===== config.mk =====
export PLATFORM = sky130hd
export DESIGN_NAME = card_dealer
export DESIGN_NICKNAME = d
export VERILOG_FILES = /design/src/rtl/card_pkg.sv /design/src/rtl/card_dealer_lfsr16.sv /design/src/rtl/card_dealer.sv
export SDC_FILE = /design/constraint.sdc
export NUM_CORES = 1
export LEC_CHECK = 0
export BUFFER_PORTS_ARGS = -buffer_cell sky130_fd_sc_hd__clkbuf_2
export CAP_MARGIN = 20
export CORE_UTILIZATION = 35
export CTS_CLUSTER_SIZE = 12
export DETAILED_ROUTE_END_ITERATION = 7
export SYNTH_ARGS = -nofsm -noshare
export SYNTH_HDL_FRONTEND = slang
export SYNTH_SLANG_ARGS = --single-unit

===== constraint.sdc =====
create_clock -name clock -period 13.1 [get_ports clock]
set_input_delay 3.275 -clock clock [delete_from_list [all_inputs] [get_ports clock]]
set_output_delay 3.275 -clock clock [all_outputs]
set_load 0.02 [all_outputs]

===== src/rtl/card_pkg.sv =====
// Shared types and constants for the card board writer/readers.
// Board geometry, card ID encoding and dealer FSM states.
package card_pkg;

  localparam int N_CELLS = 36;
  localparam int CARD_W  = 5;
  localparam int ADDR_W  = $clog2(N_CELLS);
  localparam int LFSR_W  = 16;

  localparam logic [LFSR_W-1:0] LFSR_MASK  = 16'hB400;
  localparam logic [CARD_W-1:0] CARD_EMPTY = 5'h1F;

  typedef logic [CARD_W-1:0] card_t;
  typedef logic [ADDR_W-1:0] addr_t;

  typedef enum logic [1:0] {
    IDLE,
    INIT,
    SHUFFLE,
    DONE
  } dealer_state_t;

  function automatic logic [4:0] pairs_for_level(
    input logic [1:0] lv
  );
    logic [4:0] p;
    unique case (1'b1)
      (lv == 2'd0): p = 5'd8;
      (lv == 2'd1): p = 5'd12;
      default:      p = 5'd18;
    endcase
    return p;
  endfunction

endpackage


===== src/rtl/card_dealer_lfsr16.sv =====
// 16-bit right-shifting Galois LFSR with synchronous load.
// Shared by the dealer shuffle and the game timer.
module lfsr16 #(
  parameter logic [15:0] SEED = 16'hACE1,
  parameter logic [15:0] MASK = 16'hB400
) (
  input  logic        clock,
  input  logic        reset_n,
  input  logic        load,
  input  logic [15:0] load_val,
  output logic [15:0] q
);

  logic [15:0] r_q;

  always_ff @(posedge clock or negedge reset_n) begin
    if (!reset_n) begin
      r_q <= SEED;
    end else if (load) begin
      r_q <= load_val;
    end else begin
      r_q <= (r_q >> 1) ^ (r_q[0] ? MASK : 16'h0000);
    end
  end

  assign q = r_q;

endmodule


===== src/rtl/card_dealer.sv =====
// Card dealer: fills and Fisher-Yates shuffles the 6x6 board.
// DEALER_SEED_PORT_EN adds seed_in, loaded into the LFSR on deal start.
module card_dealer
  import card_pkg::*;
#(
  parameter logic [15:0] SEED = 16'hACE1
) (
  input  logic        clock,
  input  logic        reset_n,
  input  logic        start,
  input  logic [1:0]  level,
`ifdef DEALER_SEED_PORT_EN
  input  logic [15:0] seed_in,
`endif
  output logic        busy,
  output logic        done,
  output logic        ready,
  output logic [4:0]  pairs,
  input  logic [5:0]  rd_addr1,
  input  logic [5:0]  rd_addr2,
  output card_t       rd_data1,
  output card_t       rd_data2
);

  localparam addr_t LAST = addr_t'(N_CELLS - 1);
  localparam addr_t NC   = addr_t'(N_CELLS);

  dealer_state_t r_state;
  dealer_state_t w_next;

  card_t       r_board [N_CELLS];
  addr_t       r_n;
  addr_t       r_k;
  addr_t       r_i;
  logic [4:0]  r_pairs;
  logic        r_ready;

  logic [15:0] w_lfsr;
  logic        w_accept;
  logic        w_load;
  logic [15:0] w_load_val;
  addr_t       w_m;
  addr_t       w_r;
  logic        w_hit;
  logic        w_unused_lfsr;

  assign w_accept = (r_state == IDLE) && start;

`ifdef DEALER_SEED_PORT_EN
  assign w_load     = w_accept;
  assign w_load_val = (seed_in == 16'h0000) ? SEED : seed_in;
`else
  assign w_load     = 1'b0;
  assign w_load_val = SEED;
`endif

  lfsr16 #(
    .SEED (SEED),
    .MASK (LFSR_MASK)
  ) u_lfsr (
    .clock    (clock),
    .reset_n  (reset_n),
    .load     (w_load),
    .load_val (w_load_val),
    .q        (w_lfsr)
  );

  assign w_unused_lfsr = ^w_lfsr[15:6];

  // smear i down to the enclosing all-ones mask
  assign w_m = r_i | (r_i >> 1) | (r_i >> 2)
             | (r_i >> 3) | (r_i >> 4) | (r_i >> 5);
  assign w_r   = w_lfsr[5:0] & w_m;
  assign w_hit = (r_state == SHUFFLE) && (w_r <= r_i);

  always_ff @(posedge clock or negedge reset_n) begin
    if (!reset_n) begin
      r_state <= IDLE;
    end else begin
      r_state <= w_next;
    end
  end

  always_comb begin
    w_next = r_state;
    unique case (r_state)
      IDLE:    if (start) w_next = INIT;
      INIT:    if (r_k == LAST) w_next = SHUFFLE;
      SHUFFLE: if (w_hit && (r_i == 6'd1)) w_next = DONE;
      DONE:    w_next = IDLE;
      default: w_next = IDLE;
    endcase
  end

  always_ff @(posedge clock or negedge reset_n) begin
    if (!reset_n) begin
      r_n     <= '0;
      r_k     <= '0;
      r_i     <= '0;
      r_pairs <= '0;
      r_ready <= 1'b0;
      for (int c = 0; c < N_CELLS; c++) begin
        r_board[c] <= CARD_EMPTY;
      end
    end else begin
      if (w_accept) begin
        r_pairs <= pairs_for_level(level);
        r_n     <= {pairs_for_level(level), 1'b0};
        r_k     <= '0;
        r_ready <= 1'b0;
      end
      if (r_state == INIT) begin
        r_board[r_k] <= (r_k < r_n) ? card_t'(r_k >> 1)
                                    : CARD_EMPTY;
        r_k <= r_k + 6'd1;
        if (r_k == LAST) begin
          r_i <= r_n - 6'd1;
        end
      end
      if (w_hit) begin
        r_board[r_i] <= r_board[w_r];
        r_board[w_r] <= r_board[r_i];
        r_i          <= r_i - 6'd1;
        if (r_i == 6'd1) begin
          r_ready <= 1'b1;
        end
      end
    end
  end

  assign busy  = (r_state == INIT) || (r_state == SHUFFLE);
  assign done  = (r_state == DONE);
  assign ready = r_ready;
  assign pairs = r_pairs;

  assign rd_data1 = (rd_addr1 < NC) ? r_board[rd_addr1] : CARD_EMPTY;
  assign rd_data2 = (rd_addr2 < NC) ? r_board[rd_addr2] : CARD_EMPTY;

endmodule


==> flow_summary.ini, run 1 <==
[setup_path]
slowest_stage = buf_4
worstSetupPathType = input port to output pin
end_kind = output pin
crit_buf_inv = 2
cp_common_cell = mux4_2
crit_family = multiplexers
critical_path_arrival_ns = 5.73
worstPathCellList = buf_4, mux4_2, mux4_2, mux2_2, o22a_1, clkbuf_2
critical_path_depth = 6
reg2reg_depth = 14
worst_ep_required_time_ns = 9.82
start_kind = input port
slowest_delay_ns = 0.63
crit_fanout = 45

[timing]
hold_ws_ns = 0.353
slew_violations = 0
slew-limit-headroom_pct = 13.3
skew_ns = 0.0124
grt_setup_unrepaired = false
worst_pin_slew_ns = 1.29
period_needed_ns = 9.00
fmax_mhz = 111
layout_worst_path_cycle_share_pct = 68.7
finalHoldViolCount = 0
setup_viol = 0
fin_ws_ns = 4.10
fin_tns_setup_ns = 0

[finish]
stdcell_area_mm2 = 0.0191
area_growth_pct = 11.3
final_util_pct = 39.8
drive_gt1_share_pct = 29.5
fin_nets = 1789

[placed_design]
place_ws_ns = 4.08
dpl_cell_area_mm2 = 0.0182
post-dp-hpwl_um = 72100
routabilityCongestion = 1.10
io_buffers = 33

[power_and_ir_drop]
ir_drop_mv = 0.0842
p_leak_nw = 6.67
power_density_mw_per_mm2 = 81.2

[cts]
clkTransAtPathRegs_ns = 0.06
worstSkewPairLatency_ns = 0.58
cts_tree = done
cts_resized = 0
cts_setup_buffers = 0
clockBufferDepth = 3
numCtsBuffers = 27
hold_buffers = 0
clock-sinks = 214
htreeDepth = 1
root_buffer = clkbuf_16

[synthesis]
ys_seq_area_share_pct = 32.5
ys_top_cells_by_area = dfstp_2 29%, mux4_2 16%, a222oi_1 6.2%
synthArstFlopShare_pct = 100
synth.ff_latch_count = 214
ys_warn_count = 0
synth_nets = 1806
synth-edff-count = 0
syn_area_per_cell_um2 = 9.71
syn-cell-area_mm2 = 0.0172
ys_types = 75
synth-main-ff-cell = dfstp_2
postSynthCellCount = 1771
yosysTopAreaCell = dfstp_2
netlist.area_leader.share_pct = 28.7

[floorplanning]
initial_core_util_pct = 35.7
dieArea_mm2 = 0.0500
die_w_um = 224
rows = 80
die_h_um = 224
core_region_area_mm2 = 0.0481
ioPinCount = 35

[routing]
final_antenna_net_count = 0
vias_per_cell = 7.56
drc = 0
wire_per_inst_um = 40.9
drt_iter0_markers = 3508
via_count = 18400
routed_wl_um = 99600
dr.pass1.iters = 8

[global_route]
gr-total-overflow = 0
track_usage_pct = 39.2
grt_pass1_wl_um = 137000
grt_pass1_vias = 16800
grt_max_degree = 80
grt_antenna_before_repair = 5

[flow_run]
maxCapViolations = 0

[hold_path]
min_path_type = flop to flop
whs_path_depth = 0

[run_status]
outcome = complete, no violations
[cells in the final DEF, fill, tap and decap left out, types with 5 or more instances in the layout]
cell / n
o21a_1: 11
nand3_1: 34
nand4_1: 7
o211ai_1: 24
o21ai_0: 136
a22oi_1: 19
diode_2: 5
dfrtp_1: 24
a222oi_1: 107
ha_1: 18
o32a_1: 9
clkbuf_1: 5
nand2b_1: 24
clkbuf_8: 6
mux4_2: 126
buf_4: 59
dfstp_2: 188
o221ai_1: 61
o22a_1: 12
clkbuf_16: 29
or2_2: 8
nor3_1: 52
mux2i_1: 51
nor2b_1: 13
and3_1: 9
nand2_1: 183
a221oi_1: 55
and2_1: 14
nor2_1: 166
o22ai_1: 24
clkbuf_2: 30
or3_1: 19
a21oi_1: 60
mux2_2: 31
inv_1: 57
a211oi_1: 7
[cells in the mapped netlist, types with 6 or more instances]
| cell type | number |
|---|---|
| nand2b_1 | 24 |
| o21ai_0 | 136 |
| o221ai_1 | 62 |
| and2_1 | 15 |
| o22ai_1 | 24 |
| ha_1 | 18 |
| inv_1 | 57 |
| a21oi_1 | 61 |
| o22a_1 | 12 |
| o32a_1 | 9 |
| or3_1 | 19 |
| a222oi_1 | 107 |
| buf_2 | 26 |
| or2_2 | 8 |
| nand4_1 | 7 |
| a22oi_1 | 19 |
| nor3_1 | 53 |
| and3_1 | 10 |
| nor2_1 | 167 |
| mux4_2 | 126 |
| nand3_1 | 34 |
| buf_4 | 6 |
| dfstp_2 | 188 |
| buf_1 | 13 |
| a211oi_1 | 7 |
| dfrtp_1 | 26 |
| mux2_2 | 31 |
| mux2i_1 | 52 |
| o21a_1 | 11 |
| nand2_1 | 183 |
| a221oi_1 | 55 |
| clkbuf_1 | 92 |
| nor2b_1 | 13 |
| o211ai_1 | 24 |
[report_power, final]
group	switching, mW	internal, mW
clock network	0.327	0.496
logic	0.0422	0.0256
registers	0	0.664
[routing by layer]
metal / GRT usage, % / up-vias / routed length, um
met2: 54.8 / 1707 / 39700
met5: 0 / - / 14
li1: - / 7087 / -
met1: 51.6 / 9203 / 37900
met4: 24.3 / 2 / 7890
met3: 13.8 / 408 / 14100
[logic make-up (layout without fill, tap and decap cells)]
family,after synthesis,in the layout,share of synthesized area (%)
adders and majority gates,18,18,1.31
AOI/OAI and AO/OA,565,565,24.4
xor gates and xnor gates,5,5,0.255
and+or+nand+nor,559,559,15.2
DFF,214,214,32.5
other,1,6,0.0218
buffers and inverters,199,203,4.71
muxes,210,210,21.6
[worst register-to-register path, cell delays in order (launching register included)]
cell	delay (ns)
dfrtp_2	0.34
buf_4	0.56
inv_1	0.61
ha_1	0.43
a21boi_2	0.14
buf_4	0.40
inv_2	0.07
buf_4	0.33
nor3_4	0.64
buf_4	0.34
a222oi_1	0.13
a21oi_1	0.59
nor3_4	0.08
buf_4	0.28
a222oi_1	0.44
[area by class of cell]
cell class / count / area (um2)
diodes: 5 / 12.5
clock buffers: 40 / 827
clock inverters: 10 / 139
fillers: 4766 / 29000
inverters: 61 / 229
multi-input cells: 1358 / 10900
flip-flops and latches: 214 / 5590
well taps: 656 / 821
repair buffers: 92 / 631
[final timing paths]
check                         endpoint  slack, ns   startpoint
min in group asynchronous       r_k[3]       2.60      reset_n
hold / removal             u_lfsr.q[7]       0.35  u_lfsr.q[8]
setup / recovery           rd_data1[2]       4.10  rd_addr1[1]
setup reg to reg           r_board[41]       7.60       r_i[1]
max in group asynchronous       r_i[5]       9.13      reset_n
hold reg to reg            u_lfsr.q[7]       0.35  u_lfsr.q[8]
[metrics by stage]
step / instances / total power [mW]
4_1_cts: 2430 / 1.56
6_report: 2436 / 1.55
3_5_place_dp: 2380 / 0.742
2_1_floorplan: 1771 / 0.714
5_1_grt: 2431 / 1.59
3_3_place_gp: 2379 / 0.741
[registers in the layout, indices dropped and copies added (netlist names)]
signal    count
pairs         3
r_board     180
r_i           6
r_k           6
r_state       2
ready         1
u_lfsr.q     16
No activity file was read; power rests on OpenSTA's default activity.
==> inputs of run 2 (changes only) <==
- ABC_AREA: default -> 1
- clock period: 13.1 -> 7.6 ns (I/O delays scaled with it)
==> run 2 against run 1 <==
Against the previous run: the flow now finishes with violations (DRC); critical path depth is 3 higher; core utilization shrank 0.99 points; global-route usage fell by 5.0 points; clock power up 69%; clock-buffer cell count rose by 3; total power up 77%; worst hold slack worse by 0.0024 ns; die area grew 23%; synthesized cell count grew 110%; non-clock buffer count fell by 2; clock skew increased by 0.016 ns; via count rose by 38%.
==> flow_summary.ini, run 2 <==
[floorplanning]
initial_core_util_pct = 35.7
rows = 89
core_region_area_mm2 = 0.0594
die_h_um = 248
die_w_um = 248
ioPinCount = 35
dieArea_mm2 = 0.0615

[routing]
drt_iter0_markers = 4017
met3WireLength_um = 13100
top_signal_layer_used = met4
wire_per_inst_um = 24.1
routed_wl_um = 107000
via_count = 25300
dr.pass1.iters = 8
met1_length_um = 44600
vias_per_cell = 5.73
drc = 21
dr_wl_met2_um = 42800
final_antenna_net_count = 0

[finish]
largest_reg_flops = 180
fin_nets = 3662
final_cell_mix = 1,207 x nand2_1, 451 x o21ai_0, 447 x inv_1
drive_gt1_share_pct = 10.9
final_common_cell = nand2_1
seqCellArea_mm2 = 0.00559
area_growth_pct = 8.67
num-fill-cells = 6560
multiInputGateArea_mm2 = 0.0130
regMostFlops = r_board
final_cell_count_no_fill = 4424

[setup_path]
crit_fanout = 75
start_kind = input port
critical_path_arrival_ns = 4.43
crit_buf_inv = 3
worst_ep_required_time_ns = 5.70
end_kind = output pin
r2r_slack_ns = 2.57
cp_common_cell = o21ai_0
slowest_delay_ns = 0.60
reg2reg_to = r_board[135]
crit_family = compound AO/OA/AOI/OAI gates
r2r-start = r_i[0]
reg2reg_depth = 18
slowest_stage = buf_4
worstPathCellList = clkbuf_2, buf_4, o21ai_0, o21ai_0, nor2_1, o32ai_1, o21ai_0, o21ai_0, clkbuf_2
worstSetupPathType = input port to output pin

[cts]
cts_tree = done
htreeDepth = 1
root_buffer = clkbuf_16
cts_resized = 0
worstSkewPairLatency_ns = 0.61
clkTransAtPathRegs_ns = 0.06
numCtsBuffers = 29
clock-sinks = 214
clockBufferDepth = 3
cts_setup_buffers = 0
hold_buffers = 0

[synthesis]
postSynthCellCount = 3687
synth-main-ff-cell = dfstp_2
ys_top_cells_by_area = dfstp_2 23%, nand2_1 21%, o21ai_0 11%
ys_seq_area_share_pct = 26.4
yosysMostFrequentCell = nand2_1
yosysTopAreaCell = dfstp_2
ys_warn_count = 0
synth-edff-count = 0
ys_types = 52
synth_common_cells = 1,208 x nand2_1, 451 x o21ai_0, 449 x inv_1
netlist.area_leader.share_pct = 23.3
synthArstFlopShare_pct = 100
syn-cell-area_mm2 = 0.0212
syn_area_per_cell_um2 = 5.74
synth_nets = 3722
synth.ff_latch_count = 214

[global_route]
grt_max_degree = 124
grt_pass1_vias = 22200
grt_antenna_before_repair = 2
track_usage_pct = 34.2
grt_pass1_wl_um = 155000
gr-total-overflow = 0

[timing]
finalHoldViolCount = 0
fin_tns_setup_ns = 0
worst_pin_slew_ns = 1.25
period_needed_ns = 6.33
skew_ns = 0.0283
grt_setup_unrepaired = false
layout_worst_path_cycle_share_pct = 83.3
fmax_mhz = 158
slew-limit-headroom_pct = 16.9
setup_viol = 0
slew_violations = 0

[run_status]
violations = DRC
outcome = finished, violations left

[placed_design]
dpl.cell_count = 4369
routabilityCongestion = 1.08
post-dp-hpwl_um = 75900
io_buffers = 33

[power_and_ir_drop]
p_leak_nw = 10.4
pwr-share-comb_pct = 7.8
pwr-share-seq_pct = 41.5
power_density_mw_per_mm2 = 120
clkPwrFrac_pct = 50.6
switching_share_pct = 27.4
p_sw_mw = 0.756
ir_drop_mv = 0.149
internal-power_mw = 2.00

[hold_path]
hold-path-endpoint = u_lfsr.q[8]
min-delay-start = u_lfsr.q[9]
whs_path_depth = 0
min_path_type = flop to flop

[flow_run]
maxCapViolations = 0
[run 2: per-layer routing]
| metal | GRT usage (%) | up-vias |
|---|---|---|
| met2 | 48.4 | 1681 |
| li1 | - | 11800 |
| met3 | 6.97 | 294 |
| met1 | 48.6 | 11600 |
| met5 | 0 | - |
| met4 | 17.5 | 0 |
[run 2: final cells by class]
class / count / area share, %
repair buffers: 90 / 2.98
diodes: 1 / 0.0109
clock inverters: 11 / 0.408
well taps: 773 / 4.20
clock buffers: 43 / 3.69
flip-flops and latches: 214 / 24.3
inverters: 476 / 7.79
multi-input cells: 2816 / 56.6
[run 2: worst register-to-register path, stage by stage, from the launching register on]
cell and delay [ns]:
dfrtp_1 0.50, inv_2 0.16, ha_1 0.24, nand3_2 0.07, buf_4 0.42, nand2_4 0.50, nand2_2 0.65, o22ai_1 0.15
nor2_1 0.11, nand2_1 0.08, nand2_1 0.10, nand2_1 0.06, inv_1 0.63, nand2_2 0.63, buf_16 0.37, nand2_1 0.09
nand2_1 0.05, nand2_1 0.07, nand2_1 0.06
[run 2: per-stage QoR]
| stage | hold WS [ns] | cell area, um2 | util [%] | power (mW) | worst slack, ns |
|---|---|---|---|---|---|
| finish | 0.351 | 23000 | 38.8 | 2.76 | 1.27 |
| global route | 0.360 | 23000 | 38.8 | 2.83 | 1.08 |
| floorplan | 0.331 | 21200 | - | 1.28 | 2.04 |
| global placement | 0.334 | 22000 | 37.1 | 1.37 | 1.31 |
| detailed placement | 0.339 | 22100 | 37.2 | 1.37 | 1.34 |
| CTS | 0.353 | 23000 | 38.8 | 2.76 | 1.33 |
[run 2: kinds of logic after synthesis]
family / count (synthesis) / share of synthesized area [%]
AO/OA/AOI/OAI: 953 / 25.0
XOR/XNOR: 6 / 0.248
adder cells (fa/ha/maj): 18 / 1.06
buffers and inverters: 657 / 12.3
flip-flops: 214 / 26.4
other: 1 / 0.0177
AND/OR/NAND/NOR: 1838 / 35.0
[run 2: power by group through the flow]
stage | registers [mW] | logic, mW | clock network [mW]
CTS | 1.14 | 0.210 | 1.41
floorplan | 1.16 | 0.115 | 0
global placement | 1.16 | 0.210 | 0
detailed placement | 1.16 | 0.209 | 0
finish | 1.14 | 0.216 | 1.39
global route | 1.14 | 0.231 | 1.45
[run 2: worst max path at each step]
stage	depth (start not counted)	to	startpoint	slack [ns]
floorplan	5	rd_data1[2]	rd_addr1[0]	2.04
global placement	9	rd_data1[0]	rd_addr1[0]	1.31
detailed placement	9	rd_data1[0]	rd_addr1[0]	1.34
CTS	9	rd_data1[0]	rd_addr1[0]	1.33
global route	9	rd_data2[2]	rd_addr2[0]	1.08
finish	9	rd_data1[0]	rd_addr1[0]	1.27
